--- src/rtl/mio_bus_gen.sv ---
// rtl/mio_bus_gen.sv - memory-mapped I/O interconnect with request/ack handshake
// Decodes a slave index from the address and returns bus errors on unmapped or silent slaves.
module mio_bus_gen #(
  parameter int NSLV    = 4,
  parameter int DW      = 32,
  parameter int AW      = 32,
  parameter int SEL_LO  = 12,
  parameter int SEL_W   = 4,
  parameter int TIMEOUT = 15
) (
  input  logic               clk,
  input  logic               rst,
  input  logic [AW-1:0]      m_addr,
  input  logic [DW-1:0]      m_wdata,
  input  logic               m_we,
  input  logic               m_re,
  output logic [DW-1:0]      m_rdata,
  output logic               m_ready,
  output logic               m_err,
  output logic [7:0]         err_cnt,
  output logic [NSLV-1:0]    s_sel,
  output logic [AW-1:0]      s_addr,
  output logic [DW-1:0]      s_wdata,
  output logic               s_we,
  output logic               s_re,
  input  logic [NSLV*DW-1:0] s_rdata,
  input  logic [NSLV-1:0]    s_ack
);

  localparam int CW = $clog2(TIMEOUT);
  localparam logic [SEL_W:0] LP_NSLV = NSLV[SEL_W:0];
  localparam logic [CW-1:0]  LP_LAST = CW'(TIMEOUT - 1);

  typedef enum logic [1:0] {IDLE, ACCESS, DONE} state_t;

  state_t          r_state;
  state_t          w_next;
  logic [CW-1:0]   r_cnt;
  logic [SEL_W-1:0] w_idx;
  logic            w_req;
  logic            w_hit;
  logic            w_ack;
  logic            w_tmo;
  logic [NSLV-1:0] w_dec;
  logic [DW-1:0]   w_rdata;

  assign w_idx   = m_addr[SEL_LO +: SEL_W];
  assign w_req   = m_we | m_re;
  assign w_hit   = ({1'b0, w_idx} < LP_NSLV);
  assign w_tmo   = (r_cnt == LP_LAST);
  assign m_ready = (r_state == DONE);

  // s_sel is one-hot, so ack and read data are simple AND-OR selects on it.
  always_comb begin
    w_dec   = '0;
    w_ack   = 1'b0;
    w_rdata = '0;
    for (int i = 0; i < NSLV; i++) begin
      w_dec[i] = ({1'b0, w_idx} == (SEL_W+1)'(i));
      if (s_sel[i]) begin
        w_ack   = w_ack | s_ack[i];
        w_rdata = w_rdata | s_rdata[i*DW +: DW];
      end
    end
  end

  always_ff @(posedge clk) begin
    if (rst) r_state <= IDLE;
    else     r_state <= w_next;
  end

  always_comb begin
    w_next = r_state;
    case (r_state)
      IDLE:    if (w_req) w_next = w_hit ? ACCESS : DONE;
      ACCESS:  if (w_ack || w_tmo) w_next = DONE;
      DONE:    w_next = IDLE;
      default: w_next = IDLE;
    endcase
  end

  always_ff @(posedge clk) begin
    if (rst) begin
      r_cnt   <= '0;
      s_sel   <= '0;
      s_we    <= 1'b0;
      s_re    <= 1'b0;
      s_addr  <= '0;
      s_wdata <= '0;
      m_rdata <= '0;
      m_err   <= 1'b0;
      err_cnt <= 8'd0;
    end else begin
      case (r_state)
        IDLE: begin
          r_cnt <= '0;
          if (w_req) begin
            s_addr  <= m_addr;
            s_wdata <= m_wdata;
            if (w_hit) begin
              s_sel <= w_dec;
              s_we  <= m_we;
              s_re  <= m_re & ~m_we;
            end else begin
              m_err   <= 1'b1;
              m_rdata <= '0;
              if (err_cnt != 8'hFF) err_cnt <= err_cnt + 8'd1;
            end
          end
        end
        ACCESS: begin
          r_cnt <= r_cnt + 1'b1;
          // Ack has priority over a timeout landing in the same cycle.
          if (w_ack) begin
            m_rdata <= s_re ? w_rdata : '0;
            m_err   <= 1'b0;
            s_sel   <= '0;
            s_we    <= 1'b0;
            s_re    <= 1'b0;
          end else if (w_tmo) begin
            m_rdata <= '0;
            m_err   <= 1'b1;
            s_sel   <= '0;
            s_we    <= 1'b0;
            s_re    <= 1'b0;
            if (err_cnt != 8'hFF) err_cnt <= err_cnt + 8'd1;
          end
        end
        default: r_cnt <= '0;
      endcase
    end
  end

endmodule

--- config.mk ---
export PLATFORM = sky130hd
export DESIGN_NAME = mio_bus_gen
export DESIGN_NICKNAME = d
export VERILOG_FILES = /design/src/rtl/mio_bus_gen.sv
export SDC_FILE = /design/constraint.sdc
export NUM_CORES = 1
export LEC_CHECK = 0
export BUFFER_PORTS_ARGS = -buffer_cell sky130_fd_sc_hd__buf_2
export CORE_AREA = 2 2 120 122
export DETAILED_ROUTE_END_ITERATION = 10
export DIE_AREA = 0 0 122 124
export GPL_TIMING_DRIVEN = 0
export PLACE_DENSITY_LB_ADDON = 0.2
export SLEW_MARGIN = 20
export SYNTH_ARGS = -nofsm -noshare
export SYNTH_HDL_FRONTEND = slang
export SYNTH_SLANG_ARGS = --single-unit
--- constraint.sdc ---
create_clock -name clk -period 4.8 [get_ports clk]
set_input_delay 0.48 -clock clk [delete_from_list [all_inputs] [get_ports clk]]
set_output_delay 0.48 -clock clk [all_outputs]
set_load 0.05 [all_outputs]
==> metrics.csv <==
stage,metric,value,unit
route,drtIter0Drc,221,
grt,grt_max_degree,17,
critical_path,path_delay_family,compound AO/OA/AOI/OAI gates,
route,routedWlPerCell,16.2,um
power_and_ir_drop,powerDensity,389,nW/um^2
clocking,cts_buffer_depth,2,
route,ant_nets,0,
critical_path,path_depth,6,
timing,finClkSkew,0.0116,ns
route,vias,5270,
floorplan,die-area,15100,um^2
yosys,synth_compound_area_share,27.1,%
place,hpwl,13.7,mm
final_layout,final_util,53.3,%
worst_hold_path,hold_path_class,primary input to register,
critical_path,crit_path_end_kind,register,
timing,hold_viol,0,
route,drt-total-wl,17.4,mm
grt,grt_usage,22.3,%
clocking,cts_inserted_buffers,17,
critical_path,cp_data_required_time,5.13,ns
yosys,seq_area_frac_synth,47.5,%
yosys,synth_adder_area_share,0.762,%
place,port_buffers,311,
route,dr.pass1.iters,4,
route,viasPerCell,4.91,
final_layout,fin_nets,1084,
clocking,clk_pin_slew,0.06,ns
yosys,synth_top_area_share,47.5,%
clocking,cts_tree,done,
route,drcViolationCount,0,
clocking,h-tree-depth,4,
yosys,synth_area_leader_cell,dfxtp_1,
run_status,status,completed,
yosys,synth.area.mux_share,2.82,%
yosys,async_flop_share,0,%
yosys,syn_inst,551,
floorplan,rows,43,
critical_path,reg2regPathDepth,6,
power_and_ir_drop,p_total,2.84,mW
timing,whs,0.299,ns
critical_path,worstSetupPathType,register to register,
yosys,synth_area_leaders,"dfxtp_1 (48%), nand2_1 (10%), a21oi_1 (7.2%), a221oi_1 (5.7%), a22o_1 (5.7%)",
critical_path,critPathLaunchType,register,
final_layout,stdcell_area,7310,um^2
grt,antenna_found_initial,2,
clocking,cts_sinks,117,
timing,relSlewSlack,43.2,%
yosys,syn_nets,754,
grt,grt_pass1_wl,25.7,mm
floorplan,die_h,124,um
clocking,clk_latency,0.41,ns
critical_path,crit_chain,buf_2 > a22oi_4 > a31oi_1 > nor3b_4 > buf_6 > o2bb2ai_1,
yosys,ys_warn_count,0,
timing,tightest_slew,0.846,ns
grt,grt_pass1_vias,4885,
clocking,hold_buffers,0,
clocking,post-cts-setup-buffers,0,
yosys,synthFlopType,dfxtp_1,
worst_hold_path,whs_path_depth,3,
place,dpl_cell_area,6710,um^2
yosys,synthSimpleGateAreaFrac,17.1,%
critical_path,worstPathArrival,2.18,ns
yosys,synth_xor_area_share,0.356,%
timing,finalSetupViolations,0,
final_layout,fillers,1356,
critical_path,crit_path_max_incr_delay,0.44,ns
floorplan,ios,312,
timing,fmax,0.541,GHz
yosys,syn_avg_cell_area,8.94,um^2
yosys,yosys-top-cells-count,"nand2_1 (131), dfxtp_1 (117), a21oi_1 (71)",
timing,setup_tns,0,ns
yosys,netlist_area,4930,um^2
yosys,yosysUniqueCellTypes,41,
final_layout,syn_to_final_growth,48.3,%
job,maxCapViolCount,0,
timing,fin_crit_sh,38.5,%
final_layout,drive_above_1_share,40.9,%
place,gp_congestion,0.804,
critical_path,cp_slowest_cell,nor3b_4,
yosys,ys_seq_elements,117,
power_and_ir_drop,p_leak,3.43,nW
critical_path,path_max_fanout,10,
clocking,cts_root_buffer,clkbuf_16,
critical_path,critPathBufInv,2,
timing,rsz0062_at_grt,no,
yosys,yosysMostFrequentCell,nand2_1,
yosys,synth_top_family_by_area,compound AO/OA/AOI/OAI gates,
floorplan,die_x,122,um
timing,drv_slew,0,
clocking,cts_resized,0,
floorplan,initial_utilization,35.9,%
timing,period_needed,1.85,ns
grt,grt-ovfl-total,0,
power_and_ir_drop,ir_drop,308,uV
floorplan,core_area,13700,um^2
yosys,synth-edff-count,0,
## metrics by stage
| step | setup slack, ns | std cells |
|---|---|---|
| CTS | 2.93 | 1072 |
| floorplan | 2.89 | 551 |
| global route | 2.82 | 1073 |
| detailed placement | 2.69 | 1042 |
| finish | 2.95 | 1073 |
| global placement | 2.74 | 1042 |
## state kept, by name, indices dropped and copies added, names as in the netlist
name,flops
s_addr,32
r_state,2
s_we,1
r_cnt,4
err_cnt,8
s_wdata,32
m_rdata,32
s_sel,4
s_re,1
m_err,1
## worst paths after layout
kind / from / to / slack [ns]
worst min register to register: s_addr[25] / s_addr[25] / 0.45
worst max-delay path: s_sel[3] / m_rdata[17] / 2.95
worst min-delay path: m_wdata[15] / s_wdata[15] / 0.30
worst max register to register: s_sel[3] / m_rdata[17] / 2.95
## final cells by class
class / count / area [um^2] / share of cell area (%)
Timing Repair Buffer: 311 / 1560 / 21.3
Clock inverter: 10 / 158 / 2.16
Clock buffer: 20 / 437 / 5.98
Inverter: 1 / 3.75 / 0.0514
Buffer: 46 / 208 / 2.84
Antenna cell: 1 / 2.50 / 0.0343
Sequential cell: 117 / 2340 / 32.1
Multi-Input combinational cell: 387 / 2370 / 32.5
Tap cell: 180 / 225 / 3.08
## cell families (layout without fill, tap and decap cells)
kind of cell | Yosys count | in the layout
AOI/OAI and AO/OA | 180 | 180
xor gates and xnor gates | 2 | 2
adders and majority gates | 3 | 3
buffers and inverters | 47 | 388
DFF | 117 | 117
muxes | 13 | 13
other | 0 | 1
and+or+nand+nor | 189 | 189
## where the power goes
part	switching [mW]	internal (mW)
registers	0.0273	1.02
logic	0.345	0.153
clock network	0.435	0.858
total	0.808	2.04
## worst min-delay path: stages
cell	delay, ns
buf_2	0.09
nand2_1	0.04
a21oi_1	0.05
## placed cells by master, fill, tap and decap left out, types with 3 or more instances in the layout
master      synthesis  final
mux2i_1             6      6
nor2_1             16     16
mux2_2              6      6
clkinv_2            0      3
buf_1              10     10
nor2b_1             9      9
a21oi_1            71     71
a22o_1             32     32
buf_2              10    321
nand2b_1           12     12
nand4_1             4      4
dfxtp_1           117    117
o2bb2ai_1          32     32
bufinv_16           0      4
clkinvlp_4          0      3
ha_1                3      3
nand3_1             5      5
clkbuf_1           23     26
buf_6               3      3
nand2_1           131    131
a221oi_1           32     32
clkbuf_16           0     17
## layer usage
metal  GRT usage [%]  wire, um  up-vias
met3            8.75      1760       26
met5               0        16        -
li1                -         -     2655
met2            37.7      8470      231
met4            9.20       359        2
met1            25.1      6770     2356
No activity file was read; power rests on OpenSTA's default activity.
